File: src/rtl/prescale_gen.sv
// Purpose: CAN-style baud-rate prescaler; one-clock time-quantum pulse every brp_act+1 clocks, divisor changes staged in a shadow.
// Latency: all outputs registered; first pulse brp_act+1 clocks after enable rises from cnt=0.
// Backpressure: none; free-running while enable=1, divisor writes always accepted (last write wins).
module prescale_gen (
    input  logic       clock,
    input  logic       reset,
    input  logic       enable,
    input  logic       hardsync,
    input  logic       brp_wr,
    input  logic [5:0] brp_data,
    output logic       prescaler,
    output logic [5:0] brp_q,
    output logic       upd_pending
);

    logic [5:0] cnt;
    logic [5:0] brp_act;
    logic [5:0] brp_shadow;
    logic       pend;
    logic       wrap;
    logic       act_pt;
    logic [5:0] next_div;

    // A new divisor may only take effect when the count restarts, so a period never mixes divisors.
    always_comb begin
        wrap     = enable && !hardsync && (cnt == brp_act);
        act_pt   = !enable || hardsync || wrap;
        next_div = brp_wr ? brp_data : brp_shadow;
    end

    always_ff @(posedge clock) begin
        if (!reset) begin
            cnt        <= 6'd0;
            prescaler  <= 1'b0;
            brp_act    <= 6'd1;
            brp_shadow <= 6'd1;
            pend       <= 1'b0;
        end else begin
            if (!enable || hardsync) begin
                cnt       <= 6'd0;
                prescaler <= 1'b0;
            end else if (wrap) begin
                cnt       <= 6'd0;
                prescaler <= 1'b1;
            end else begin
                cnt       <= cnt + 6'd1;
                prescaler <= 1'b0;
            end

            if (brp_wr)
                brp_shadow <= brp_data;

            if (act_pt) begin
                brp_act <= next_div;
                pend    <= 1'b0;
            end else if (brp_wr) begin
                pend <= 1'b1;
            end
        end
    end

    assign brp_q       = brp_act;
    assign upd_pending = pend;

endmodule

File: config.mk
export PLATFORM = sky130hd
export DESIGN_NAME = prescale_gen
export DESIGN_NICKNAME = d
export VERILOG_FILES = /design/src/rtl/prescale_gen.sv
export SDC_FILE = /design/constraint.sdc
export NUM_CORES = 1
export LEC_CHECK = 0
export ABC_AREA = 1
export CAP_MARGIN = 40
export CORE_MARGIN = 2
export CORE_UTILIZATION = 35
export CTS_CLUSTER_DIAMETER = 100
export DETAILED_ROUTE_END_ITERATION = 8
export SYNTH_ARGS = -nofsm -noshare
export SYNTH_HDL_FRONTEND = slang
export SYNTH_SLANG_ARGS = --single-unit
File: constraint.sdc
create_clock -name clock -period 1.5 [get_ports clock]
set_input_delay 0.15 -clock clock [delete_from_list [all_inputs] [get_ports clock]]
set_output_delay 0.15 -clock clock [all_outputs]
set_load 0.01 [all_outputs]
==> results.json <==
{
  "clock_tree_from_tritoncts": "done",
  "synth_seq_area_share": 0.432,
  "final_hold_viol_count": 0,
  "static-leakage-power_nw": 0.614,
  "nFillCells": 255,
  "cts_htree_levels": 1,
  "worst_path_largest_cell_delay_ns": 0.56,
  "layout.area.seq_um2": 400,
  "synth_cell_types": 16,
  "power-per-cell-area_mw_per_mm2": 911,
  "antenna_violations_before_repair": 0,
  "max-cap-violations": 0,
  "fmaxAchievable_ghz": 0.714,
  "syn-num-nets": 145,
  "critPathBufInv": 1,
  "core_footprint_mm2": 0.00250,
  "core.rowCount": 18,
  "critPathTopFamily": "buffers and inverters",
  "cts_made_buffers": 3,
  "num-nets-final": 169,
  "mean_instance_size_in_the_synthesized_netlist_um2": 6.97,
  "clk_path_buf_depth": 2,
  "detailedRoute.firstPassIterationCount": 4,
  "cp_cell_sequence": "clkdlybuf4s50_1",
  "gr-usage-all-layers": 0.118,
  "routed_antenna_nets": 0,
  "post_cts.repair.setup_buffers": 0,
  "unrepaired_setup_endpoints_after_global_routing": "false",
  "layout-area-overhead-vs-synth_pct": 27.8,
  "multi_input_area_um2": 407,
  "cts_hold_repair.buffers": 0,
  "grt_pass1_vias": 734,
  "slew_viol_final": 0,
  "netlist_area_um2": 927,
  "worst-endpoint-required_ns": 1.35,
  "antenna_diode_count": 0,
  "max-slew-margin-rel": 0.846,
  "arrival_ns": 1.25,
  "design.portCount": 19,
  "final.setup.tns_ns": 0,
  "worst_hold_path_type": "input pin to flip-flop",
  "worstMarginPinSlew_ns": 0.229,
  "crit_path_top_delay_cell": "sky130_fd_sc_hd__clkdlybuf4s50_1",
  "cts-root-buf": "sky130_fd_sc_hd__clkbuf_4",
  "cp-start-kind": "flip-flop",
  "grt.overflow.total": 0,
  "routed_via_count": 790,
  "gp_routability_congestion": 0.812,
  "fin_total_pwr_w": 0.00108,
  "drt-wirelength-per-cell_um": 8.84,
  "clk_transition_reported_paths_ns": 0.11,
  "most_frequent_cells_in_the_layout": "sky130_fd_sc_hd__nand2_1, sky130_fd_sc_hd__inv_1, sky130_fd_sc_hd__dfxtp_1",
  "final.period_utilization": 0.934,
  "viasPerCell": 4.25,
  "critical_path.endpoint_type": "primary output",
  "ir_worst_vdd_uv": 558,
  "wirelength_um": 1640,
  "cts_sinks": 20,
  "ys_ff_latch": 20,
  "drc_errors": 0,
  "cts-resized-gates": 0,
  "synth_cells": 133,
  "die-width_um": 55.5,
  "hpwlAfterDp_um": 1310,
  "die_area_mm2": 0.00308,
  "grt_first_pass_wirelength_um": 2930,
  "insertion_delay_ns": 0.30,
  "drive_gt1_frac": 0.141,
  "pin_count_of_the_biggest_net_entering_global_routing": 14,
  "start_util": 0.371,
  "final_setup_vio_count": 0,
  "clock_skew_ns": 0.00483,
  "die_height_um": 55.5,
  "timing.setup.critical_path_class": "flip-flop to primary output",
  "layout_min_cycle_time_ns": 1.40,
  "buffer_ports.inserted": 18,
  "yosysWarningCount": 0,
  "timing.critical_path.fanout_max": 4,
  "drt_iter0_drc": 12,
  "run_status": "finished, final reports clean",
  "layout_commonest_cell": "sky130_fd_sc_hd__nand2_1"
}
==> path summary, 6_finish.rpt <==
check	endpoint	slack, ns	depth (start not counted)	startpoint
worst min-delay path	brp_shadow[0]	0.45	3	brp_data[0]
worst min register to register	brp_shadow[0]	0.49	2	brp_shadow[0]
worst max-delay path	brp_q[0]	0.1	1	brp_q[0]
worst max register to register	brp_q[1]	0.20	9	brp_q[5]
==> layout make-up <==
type	count	area share
Timing Repair Buffer	21	0.171
Inverter	27	0.0855
Tap cell	30	0.0317
Clock buffer	4	0.0306
Sequential cell	20	0.338
Multi-Input combinational cell	84	0.343
==> sequential cells by signal, summed over array words and instances (netlist names) <==
register and count:
brp_q 6, brp_shadow 6, cnt 6, prescaler 1, upd_pending 1
==> report_power, final <==
part           total, W  internal [W]  leakage, nW  switching, W
clock network  0.000308      0.000148       0.0210      0.000160
registers      0.000576      0.000559        0.164     0.0000173
logic          0.000196     0.0000973        0.429     0.0000986
total           0.00108      0.000804        0.614      0.000276
==> routing by layer <==
layer,wire [um],vias up,track usage
li1,-,432,-
met1,752,341,0.144
met2,809,13,0.197
met3,51,4,0.0211
met4,29,0,0.0627
met5,0,-,0
==> cells in the mapped netlist, drive strengths merged <==
library cell / n / area share
ha: 1 / 0.013
dfxtp: 20 / 0.43
inv: 27 / 0.11
buf: 1 / 0.016
nor2: 16 / 0.086
xor2: 3 / 0.028
nand2: 52 / 0.23
nand3: 9 / 0.062
nor3: 3 / 0.016
clkbuf: 1 / 0.0040
==> stage by stage <==
stage,cell area (um^2),utilization,setup WS (ns),hold slack [ns],cells
6_report,1180,0.474,0.0992,0.451,186
5_1_grt,1180,0.474,0.0112,0.487,186
4_1_cts,1180,0.474,0.0941,0.449,186
3_5_place_dp,1150,0.459,0.146,0.465,182
3_3_place_gp,1150,0.459,0.185,0.452,182
2_1_floorplan,927,-,0.260,0.256,133
==> kinds of logic (layout without fill, tap and decap cells) <==
logic type,Yosys count,count (layout),synth area share
fa+ha+maj,1,1,0.0135
buf+inv,29,52,0.130
simple gates,80,80,0.397
xor+xnor,3,3,0.0283
flops,20,20,0.432
Note: power is estimated with default switching activity, not from simulation.
